<file path="src/rtl/sigma_delta_adc_mc_if.sv">
// Sample stream from the multichannel sigma-delta ADC: unsigned and signed views of one channel per beat.
// Handshake: a beat transfers on a rising clk edge with m_valid && m_ready; while m_valid && !m_ready the payload is frozen and m_valid stays high.
interface sigma_delta_adc_mc_if #(
    parameter int WDTH = 16,
    parameter int CHW  = 1
);
    logic [WDTH-1:0] m_udata;
    logic [WDTH-1:0] m_sdata;
    logic [CHW-1:0]  m_chan;
    logic            m_valid;
    logic            m_ready;
    logic            m_last;

    modport master (
        output m_udata,
        output m_sdata,
        output m_chan,
        output m_valid,
        output m_last,
        input  m_ready
    );

    modport slave (
        input  m_udata,
        input  m_sdata,
        input  m_chan,
        input  m_valid,
        input  m_last,
        output m_ready
    );
endinterface

</file>
<file path="src/rtl/sigma_delta_adc_mc.sv">
// Multichannel first-order sigma-delta ADC back end: comparator capture, CIC decimation,
// optional DC removal, and a frame holding bank streamed out one channel per handshake.
module sigma_delta_adc_mc #(
    parameter int NCH      = 2,
    parameter int BOSR     = 256,
    parameter int STGS     = 2,
    parameter int WDTH     = 16,
    parameter int DC_SHIFT = 7
) (
    input  logic                 clk,
    input  logic                 rst_n,
    input  logic                 en,
    input  logic                 dc_en,
    input  logic [NCH-1:0]       adc_lvds_pin,
    output logic [NCH-1:0]       adc_fb_pin,
    output logic                 overrun,
    input  logic                 ovr_clr,
    output logic                 dbg_seq_state,
    sigma_delta_adc_mc_if.master m_if
);
    localparam int L     = $clog2(BOSR);
    localparam int CIC_W = STGS * L;
    localparam int IW    = CIC_W + 1;
    localparam int CHW   = (NCH > 1) ? $clog2(NCH) : 1;
    localparam int XW    = WDTH + CIC_W;
    localparam int SHL   = (WDTH >= CIC_W) ? WDTH - CIC_W : 0;
    localparam int SHR   = (WDTH >= CIC_W) ? 0 : CIC_W - WDTH;

    typedef logic [IW-1:0]   cic_t;
    typedef logic [WDTH-1:0] smp_t;
    typedef enum logic {S_IDLE = 1'b0, S_SEND = 1'b1} seq_state_e;

    // Conversion path state
    logic [NCH-1:0] adc_in_q, adc_in_d;
    logic [L-1:0]   cnt_q, cnt_d;
    cic_t           integ_q [NCH][STGS];
    cic_t           integ_d [NCH][STGS];
    cic_t           cdly_q  [NCH][STGS];
    cic_t           cdly_d  [NCH][STGS];
    cic_t           comb_q  [NCH];
    cic_t           comb_d  [NCH];
    logic           tick_d1_q, tick_d1_d;
    logic [2:0]     warm_q, warm_d;
    smp_t           u_q   [NCH];
    smp_t           u_d   [NCH];
    smp_t           s_q   [NCH];
    smp_t           s_d   [NCH];
    smp_t           acc_q [NCH];
    smp_t           acc_d [NCH];
    logic           done_q, done_d;

    // Sequencer state
    seq_state_e     state_q, state_d;
    logic [CHW-1:0] chan_q, chan_d;
    smp_t           ub_q [NCH];
    smp_t           ub_d [NCH];
    smp_t           sb_q [NCH];
    smp_t           sb_d [NCH];
    logic           ovr_q, ovr_d;

    // Combinational temporaries
    logic             tick;
    logic             warm_full;
    logic             proc;
    cic_t             run;
    logic [CIC_W-1:0] clamp;
    logic [XW-1:0]    wide;
    smp_t             uval;
    smp_t             xval;
    smp_t             yval;
    logic             fire;
    logic             at_last;
    logic             final_hs;
    logic             ovr_set;

    always_comb begin
        adc_in_d  = en ? adc_lvds_pin : '0;
        cnt_d     = en ? cnt_q + L'(1) : '0;
        tick      = en && (&cnt_q);
        tick_d1_d = en && tick;
        warm_full = (warm_q == 3'(STGS));
        proc      = tick_d1_q && warm_full;
        done_d    = en && proc;

        warm_d = warm_q;
        if (!en) begin
            warm_d = '0;
        end else if (tick_d1_q && !warm_full) begin
            warm_d = warm_q + 3'd1;
        end

        run   = '0;
        clamp = '0;
        wide  = '0;
        uval  = '0;
        xval  = '0;
        yval  = '0;
        for (int c = 0; c < NCH; c++) begin
            // Integrator cascade: each stage adds the previous stage's registered value.
            run = cic_t'(adc_in_q[c]);
            for (int s = 0; s < STGS; s++) begin
                integ_d[c][s] = en ? integ_q[c][s] + run : '0;
                run           = integ_q[c][s];
            end

            run = integ_q[c][STGS-1];
            for (int s = 0; s < STGS; s++) begin
                cdly_d[c][s] = !en ? '0 : (tick ? run : cdly_q[c][s]);
                run          = run - cdly_q[c][s];
            end
            comb_d[c] = !en ? '0 : (tick ? run : comb_q[c]);

            // Full-scale input yields exactly 2^CIC_W, one count past the output range.
            clamp = comb_q[c][CIC_W] ? '1 : comb_q[c][CIC_W-1:0];
            wide  = XW'(clamp) << SHL;
            wide  = wide >> SHR;
            uval  = wide[WDTH-1:0];
            xval  = {~uval[WDTH-1], uval[WDTH-2:0]};
            yval  = xval - acc_q[c];

            u_d[c]   = u_q[c];
            s_d[c]   = s_q[c];
            acc_d[c] = acc_q[c];
            if (proc) begin
                u_d[c] = uval;
                s_d[c] = dc_en ? yval : xval;
                if (dc_en) begin
                    acc_d[c] = acc_q[c] + smp_t'($signed(yval) >>> DC_SHIFT);
                end
            end
            if (!en || !dc_en) begin
                acc_d[c] = '0;
            end
        end
    end

    always_comb begin
        state_d  = state_q;
        chan_d   = chan_q;
        ub_d     = ub_q;
        sb_d     = sb_q;
        ovr_set  = 1'b0;
        fire     = (state_q == S_SEND) && m_if.m_ready;
        at_last  = (chan_q == CHW'(NCH - 1));
        final_hs = fire && at_last;

        if (fire) begin
            if (at_last) begin
                state_d = S_IDLE;
                chan_d  = '0;
            end else begin
                chan_d = chan_q + CHW'(1);
            end
        end

        // A frame landing on the final handshake is taken; any other frame during SEND is lost.
        if (done_q) begin
            if ((state_q == S_IDLE) || final_hs) begin
                ub_d    = u_q;
                sb_d    = s_q;
                state_d = S_SEND;
                chan_d  = '0;
            end else begin
                ovr_set = 1'b1;
            end
        end

        ovr_d = ovr_q;
        if (ovr_set) begin
            ovr_d = 1'b1;
        end else if (ovr_clr) begin
            ovr_d = 1'b0;
        end
    end

    always_ff @(posedge clk or negedge rst_n) begin
        if (!rst_n) begin
            adc_in_q  <= '0;
            cnt_q     <= '0;
            tick_d1_q <= 1'b0;
            warm_q    <= '0;
            done_q    <= 1'b0;
            state_q   <= S_IDLE;
            chan_q    <= '0;
            ovr_q     <= 1'b0;
            for (int c = 0; c < NCH; c++) begin
                for (int s = 0; s < STGS; s++) begin
                    integ_q[c][s] <= '0;
                    cdly_q[c][s]  <= '0;
                end
                comb_q[c] <= '0;
                u_q[c]    <= '0;
                s_q[c]    <= '0;
                acc_q[c]  <= '0;
                ub_q[c]   <= '0;
                sb_q[c]   <= '0;
            end
        end else begin
            adc_in_q  <= adc_in_d;
            cnt_q     <= cnt_d;
            tick_d1_q <= tick_d1_d;
            warm_q    <= warm_d;
            done_q    <= done_d;
            state_q   <= state_d;
            chan_q    <= chan_d;
            ovr_q     <= ovr_d;
            for (int c = 0; c < NCH; c++) begin
                for (int s = 0; s < STGS; s++) begin
                    integ_q[c][s] <= integ_d[c][s];
                    cdly_q[c][s]  <= cdly_d[c][s];
                end
                comb_q[c] <= comb_d[c];
                u_q[c]    <= u_d[c];
                s_q[c]    <= s_d[c];
                acc_q[c]  <= acc_d[c];
                ub_q[c]   <= ub_d[c];
                sb_q[c]   <= sb_d[c];
            end
        end
    end

    assign adc_fb_pin    = adc_in_q;
    assign overrun       = ovr_q;
    assign dbg_seq_state = (state_q == S_SEND);

    assign m_if.m_valid = (state_q == S_SEND);
    assign m_if.m_chan  = chan_q;
    assign m_if.m_udata = ub_q[chan_q];
    assign m_if.m_sdata = sb_q[chan_q];
    assign m_if.m_last  = (state_q == S_SEND) && (chan_q == CHW'(NCH - 1));
endmodule
</file>
<file path="src/flat_wrapper.sv">
// flat-port wrapper written by rule: the top's interface ports become plain ports
module sigma_delta_adc_mc_flat 
#(
    parameter int NCH      = 2,
    parameter int BOSR     = 256,
    parameter int STGS     = 2,
    parameter int WDTH     = 16,
    parameter int DC_SHIFT = 7
)
  (clk, rst_n, en, dc_en, adc_lvds_pin, adc_fb_pin, overrun, ovr_clr, dbg_seq_state, m_if_m_udata, m_if_m_sdata, m_if_m_chan, m_if_m_valid, m_if_m_last, m_if_m_ready);
  sigma_delta_adc_mc_if #(.WDTH(WDTH)) m_if_i ();
  input  logic clk;
  input  logic rst_n;
  input  logic en;
  input  logic dc_en;
  input  logic [NCH-1:0] adc_lvds_pin;
  output logic [NCH-1:0] adc_fb_pin;
  output logic overrun;
  input  logic ovr_clr;
  output logic dbg_seq_state;
  output wire logic [$bits(m_if_i.m_udata)-1:0] m_if_m_udata;
  output wire logic [$bits(m_if_i.m_sdata)-1:0] m_if_m_sdata;
  output wire logic [$bits(m_if_i.m_chan)-1:0] m_if_m_chan;
  output wire logic [$bits(m_if_i.m_valid)-1:0] m_if_m_valid;
  output wire logic [$bits(m_if_i.m_last)-1:0] m_if_m_last;
  input wire logic [$bits(m_if_i.m_ready)-1:0] m_if_m_ready;
  assign m_if_m_udata = m_if_i.m_udata;
  assign m_if_m_sdata = m_if_i.m_sdata;
  assign m_if_m_chan = m_if_i.m_chan;
  assign m_if_m_valid = m_if_i.m_valid;
  assign m_if_m_last = m_if_i.m_last;
  assign m_if_i.m_ready = m_if_m_ready;
  sigma_delta_adc_mc #(.NCH(NCH), .BOSR(BOSR), .STGS(STGS), .WDTH(WDTH), .DC_SHIFT(DC_SHIFT)) u_core (.clk(clk), .rst_n(rst_n), .en(en), .dc_en(dc_en), .adc_lvds_pin(adc_lvds_pin), .adc_fb_pin(adc_fb_pin), .overrun(overrun), .ovr_clr(ovr_clr), .dbg_seq_state(dbg_seq_state), .m_if(m_if_i));
endmodule
</file>
<file path="config.mk">
export PLATFORM = sky130hd
export DESIGN_NAME = sigma_delta_adc_mc_flat
export DESIGN_NICKNAME = d
export VERILOG_FILES = /design/src/rtl/sigma_delta_adc_mc_if.sv /design/src/rtl/sigma_delta_adc_mc.sv /design/src/flat_wrapper.sv
export SDC_FILE = /design/constraint.sdc
export NUM_CORES = 1
export LEC_CHECK = 0
export CAP_MARGIN = 10
export CORE_MARGIN = 3
export CORE_UTILIZATION = 25
export CTS_CLUSTER_SIZE = 40
export DETAILED_ROUTE_END_ITERATION = 10
export HOLD_SLACK_MARGIN = 0.02
export PLACE_DENSITY = 0.38
export RECOVER_POWER = 100
export SYNTH_ARGS = -nofsm -noshare
export SYNTH_HDL_FRONTEND = slang
export SYNTH_SLANG_ARGS = --single-unit
</file>
<file path="constraint.sdc">
create_clock -name clk -period 13.6 [get_ports clk]
set_clock_uncertainty 0.15 [all_clocks]
set_input_delay 4.08 -clock clk [delete_from_list [all_inputs] [get_ports clk]]
set_output_delay 4.08 -clock clk [all_outputs]
set_load 0.02 [all_outputs]
</file>
* After elaboration in Yosys (flattened, before gate mapping)
Index checks and enable logic that the tools add are counted. W data, S select, Z words.
Storage, ports and cells: bits of input ports 8, register bits 348, logic and storage cells 118
Cells by class: magnitude comparators 1, multiplexer cells 48, equal/unequal tests 3, bitwise logic cells 4, reductions and logical operators 19, add/sub/neg operators 15
Operators with widths (number):
- $mux W17 | 16
- $mux W16 | 16
- $sub A17 B17 Y17 | 4
- $add A17 B1 Y17 | 2
- $add A17 B17 Y17 | 2
- $add A16 B16 Y16 | 2
- $sub A16 B16 Y16 | 2
- $mux W1 | 12
- $add A8 B1 Y8 const B | 1
- $logic_and A1 B1 Y1 | 8
- $mux W8 | 1
- $reduce_and A8 Y1 | 1
- $mux W3 | 2
- $reduce_bool A2 Y1 | 3
- $ne A2 B1 Y1 const B | 2
- $reduce_and A2 Y1 | 2
- $add A3 B1 Y3 const B | 1
- $eq A3 B2 Y1 const B | 1
- $logic_not A1 Y1 | 3
- $not A1 Y1 | 3
- $ge A2 B2 Y1 const B | 1
- $logic_or A1 B1 Y1 | 2
- $mux W2 | 1
- $not A1 Y2 | 1
- $add A1 B1 Y1 const B | 1

* Logic depth before layout (Yosys ltp)
depth after elaboration 7, gate-level depth with buffers 21, gate-level depth less buffers 20

* Least setup slack after synthesis
Ideal clock, no wire load.
path kind in2reg, start point input m_if_m_ready, end point register u_core.sb_q[0] (netlist name), setup time 0.125 ns, arrival 5.653 ns, required time 13.325 ns, slack 7.672 ns, path buffers 2, stages 6, path through and2_1 > ha_1 > o21ai_0 > clkbuf_1 > clkbuf_1 > mux2_2
Between the ends: word-level cells in the longest chain between the ends 4
RTL lines:
- start: declaration | RTL line flat_wrapper.sv:26 | input wire logic [$bits(m_if_i.m_ready)-1:0] m_if_m_ready;
- $logic_and A1 B1 Y1 | RTL line sigma_delta_adc_mc.sv:143 | fire = (state_q == S_SEND) && m_if.m_ready;
- $logic_and A1 B1 Y1 | RTL line sigma_delta_adc_mc.sv:145 | final_hs = fire && at_last;
- $logic_or A1 B1 Y1 | RTL line sigma_delta_adc_mc.sv:158 | if ((state_q == S_IDLE) || final_hs) begin
- $reduce_and A2 Y1 (no source line)
- end signal: indexed assignment | RTL line sigma_delta_adc_mc.sv:217 | sb_q[c] <= sb_d[c];
- end: declaration | RTL line sigma_delta_adc_mc.sv:57 | smp_t sb_q [NCH];
Every way passes these cells. A chain may end at the register's enable or synchronous reset.

* Worst setup path in the final report
start point input m_if_m_ready, end point register u_core.ub_q[6] (netlist name)
Between the ends: word-level cells in the longest chain between the ends 4
RTL lines:
- $logic_and A1 B1 Y1 | RTL line sigma_delta_adc_mc.sv:143
- $logic_and A1 B1 Y1 | RTL line sigma_delta_adc_mc.sv:145
- $logic_or A1 B1 Y1 | RTL line sigma_delta_adc_mc.sv:158
- $reduce_and A2 Y1 (no source line)
- end signal: indexed assignment | RTL line sigma_delta_adc_mc.sv:216 | ub_q[c] <= ub_d[c];
- end: declaration | RTL line sigma_delta_adc_mc.sv:55 | smp_t ub_q [NCH];
Every way passes these cells.

==> run_results.csv <==
group,metric,value,unit
status,status,"complete, but fails checks",
status,violations,"capacitance limit, slew limit",
final_layout,layout-drive-gt1-share,8.34,%
clock_network,clk_latency,0.57,ns
final_layout,nets,2427,
drt,drc,0,
yosys,synth_top_cell_area_share,41.3,%
die,row_count,105,
timing,slew_viol_final,635,
worst_hold_path,hp-class,"flip-flop to flip-flop",
grt,grt_use_met3,2.07,%
yosys,synth-simple-area-share,13.9,%
drt,dr.first_iter.drc_count,708,
drt,via_count,15200,
drt,drt_wl_total,52.2,mm
worst_setup_path,cp.arrival,8.35,ns
yosys,synth-edff-count,0,
die,ios,47,
place,dp.cells,3261,
power,comb_power_share,6.5,%
drt,ant_nets,0,
timing,final.period_utilization,59.2,%
place,gp_congestion,0.789,
grt,overflow,0,
timing,setup-violations-final,0,
place,port_buffers,46,
yosys,synth_fp_nets,2398,
yosys,synth-compound-area-share,17.3,%
drt,routedWlPerCell,15.6,microns
yosys,synthAdderAreaFrac,11.1,%
yosys,yosysUniqueCellTypes,72,
power,irDropWorstVdd,66.6,uV
grt,top_usage_layer,"met2",
timing,fin_tns_setup,0,ns
worst_setup_path,worst_ep_required_time,13.89,ns
clock_network,cts_tree,"yes",
final_layout,stdcell_count,3347,
clock_network,holdBufCountCts,0,
yosys,ys.flop_type,"dfrtp_1",
grt,gr-usage-met2,19.7,%
place,post-dp-hpwl,37.4,mm
clock_network,cts-root-buf,"clkbuf_16",
power,p_sw_share,23.6,%
timing,fin_crit,8.06,ns
die,die_area,87800,sq um
drt,post_drt_via_cell_ratio,4.55,
yosys,synthCells,2210,
yosys,synth_top_family_by_area,"compound AO/OA/AOI/OAI gates",
yosys,seq_area_frac_synth,41.3,%
worst_setup_path,crit_path_start_kind,"input pin",
run,drv_cap,11,
power,p_clk_share,51.4,%
timing,tightest_slew,4.12,ns
clock_network,clk_pin_slew_worst_paths,0.05,ns
grt,grt_max_degree,104,
final_layout,areaGrowthSynthToFinish,15.2,%
clock_network,numClockSinks,348,
yosys,yosysTopAreaCell,"dfrtp_1",
die,die_h,296,microns
worst_setup_path,critical_path.max_fanout,66,
yosys,synth_seq_cells,348,
yosys,synth_area_leaders,"dfrtp_1 (41%), ha_1 (10%), mux2_2 (5.3%)",
grt,antenna_found_initial,0,
clock_network,clk_path_buf_depth,3,
worst_setup_path,endpoint_kind,"flip-flop",
clock_network,cts.htree.levels,2,
final_layout,fillers,8695,
power,p_leak,11.5,nW
final_layout,antenna_cells,0,
power,pwr-share-seq,42.1,%
grt,grt_pass1_wl,85.8,mm
power,p_int,1.90,mW
clock_network,post_cts_buffers,0,
worst_setup_path,critPathKind,"input pin to flip-flop",
timing,max_freq,124,MHz
yosys,avgSynthCellArea,9.53,sq um
power,power-per-cell-area,102,nW/um^2
timing,slew_headroom,-174,%
timing,grt_setup_unrepaired,"false",
clock_network,post_cts_resized,0,
die,die_w,296,microns
yosys,synthMuxAreaShare,5.54,%
yosys,synthesis.area,21100,sq um
power,power_switching,587,uW
clock_network,cts_made_buffers,46,
grt,met1_usage,16.5,%
yosys,synth-xor-area-share,6.59,%
yosys,yosys_warnings,0,
yosys,synth-async-reset-ratio,100,%
timing,hold_viol_final,0,
grt,grt_pass1_vias,15600,
die,initial_utilization,25.4,%
die,core_area,82800,sq um
grt,track_usage,12.1,%
drt,firstDrtPassIters,5,
final timing paths:
| check | slack [ns] | depth (start not counted) | to | from |
|---|---|---|---|---|
| max | 5.54 | 6 | u_core.ub_q[6]$_DFFE_PN0P_ | m_if_m_ready |
| min | 0.33 | 2 | u_core.s_q[3]$_DFFE_PN0P_ | u_core.s_q[3]$_DFFE_PN0P_ |
| max reg2reg | 7.31 | 6 | u_core.s_q[22]$_DFFE_PN0P_ | u_core.warm_q[0]$_DFFE_PN0P_ |
| min reg2reg | 0.33 | 2 | u_core.s_q[3]$_DFFE_PN0P_ | u_core.s_q[3]$_DFFE_PN0P_ |
| max in group asynchronous | 5.66 | 2 | u_core.acc_q[11]$_DFFE_PN0P_ | rst_n |
| min in group asynchronous | 3.41 | 1 | u_core.sb_q[29]$_DFFE_PN0P_ | rst_n |
worst max-delay path: stages:
cell and delay, ns:
dlygate4sd3_1 0.55, and2_0 0.15, ha_1 0.21, o21ai_4 0.12, clkbuf_1 2.67, mux2_2 0.50
power groups by stage:
stage / sequential, mW / combinational (mW) / clock [mW]
after detailed placement: 1.06 / 0.167 / 0
after global routing: 1.05 / 0.187 / 1.37
after floorplan: 1.06 / 0.110 / 0
after CTS: 1.05 / 0.168 / 1.33
final: 1.05 / 0.161 / 1.28
after global placement: 1.06 / 0.166 / 0
synthesized netlist by cell type, types with 4 or more instances:
| master | number |
|---|---|
| nor3_1 | 27 |
| nand3_1 | 45 |
| nor2_1 | 138 |
| nand2_1 | 210 |
| xnor2_1 | 102 |
| inv_1 | 152 |
| buf_1 | 4 |
| a22o_1 | 64 |
| ha_1 | 170 |
| a21oi_1 | 155 |
| o41ai_1 | 5 |
| a21o_1 | 52 |
| o21bai_1 | 11 |
| a41oi_1 | 4 |
| clkbuf_1 | 76 |
| a2111oi_0 | 4 |
| a21boi_0 | 13 |
| nand2b_1 | 20 |
| or3_1 | 21 |
| mux2_2 | 99 |
| a31oi_1 | 9 |
| a32o_1 | 4 |
| dfrtp_1 | 348 |
| o21ai_0 | 170 |
| nor2b_1 | 13 |
| fa_1 | 10 |
| a211oi_1 | 13 |
| or4_1 | 4 |
| nand3b_1 | 6 |
| nand4_1 | 15 |
| and3_1 | 26 |
| and2_1 | 77 |
| xor2_1 | 54 |
| o21a_1 | 20 |
| o2111ai_1 | 5 |
| o211ai_1 | 9 |
cell type report:
type,instances,area [sq um],share of cell area [%]
flip-flops and latches,348,8710,35.9
inverters,153,574,2.37
repair buffers,63,541,2.23
clock buffers,69,1420,5.86
clock inverters,17,193,0.794
multi-input cells,1627,11500,47.3
well taps,1070,1340,5.52
kinds of logic after synthesis:
family,after synthesis
and+or+nand+nor,616
AOI/OAI and AO/OA,571
DFF,348
buffers and inverters,235
adders and majority gates,180
xor gates and xnor gates,157
muxes,103
placed cells by master (no fill, tap or decap), types with 5 or more instances in the layout:
cell type	netlist	final
mux2_2	99	87
clkdlybuf4s50_1	0	16
nand2_1	210	210
clkbuf_16	0	49
mux2_1	0	12
a22o_1	64	64
xnor2_1	102	102
nand3b_1	6	6
nor3_1	27	27
dfrtp_1	348	348
o21ai_0	170	169
clkbuf_8	0	12
clkinv_2	0	10
and2_0	0	47
and2_1	77	30
a21o_1	52	52
fa_1	10	10
o21a_1	20	20
inv_1	152	153
ha_1	170	170
nor2b_1	13	13
buf_4	1	6
nand3_1	45	45
xor2_1	54	54
o41ai_1	5	5
o21bai_1	11	11
o2111ai_1	5	5
dlygate4sd3_1	0	27
a21boi_0	13	13
nand2b_1	20	20
or3_1	21	21
a211oi_1	13	13
and3_1	26	26
o211ai_1	9	9
nand4_1	15	15
nor2_1	138	138
clkbuf_1	76	20
a31oi_1	9	9
a21oi_1	155	155
through the flow:
| stage | power [mW] | setup slack [ns] | area, sq um | hold slack (ns) | util (%) |
|---|---|---|---|---|---|
| after floorplan | 1.17 | 7.67 | 21100 | 0.292 | - |
| after global placement | 1.23 | 6.91 | 22700 | 0.308 | 27.4 |
| after detailed placement | 1.23 | 6.84 | 22700 | 0.316 | 27.4 |
| after CTS | 2.54 | 6.96 | 24300 | 0.329 | 29.4 |
| after global routing | 2.61 | 4.57 | 24300 | 0.346 | 29.3 |
| final | 2.48 | 5.54 | 24300 | 0.326 | 29.3 |
flip-flops by register name, indices dropped and copies added, names as in the netlist, 2 cells and up:
name and cells:
u_core.cnt_q 8, u_core.cdly_q 68, u_core.warm_q 3, u_core.acc_q 32
u_core.u_q 32, u_core.adc_fb_pin 2, u_core.ub_q 32, u_core.sb_q 32
u_core.comb_q 34, u_core.integ_q 68, u_core.s_q 32
routing by layer:
layer | up-vias | part of all wire (%)
li1 | 7832 | -
met1 | 7174 | 49
met2 | 156 | 45
met3 | 71 | 3.4
met4 | 0 | 2.5
met5 | - | 0
(Power assumes the default switching activity.)
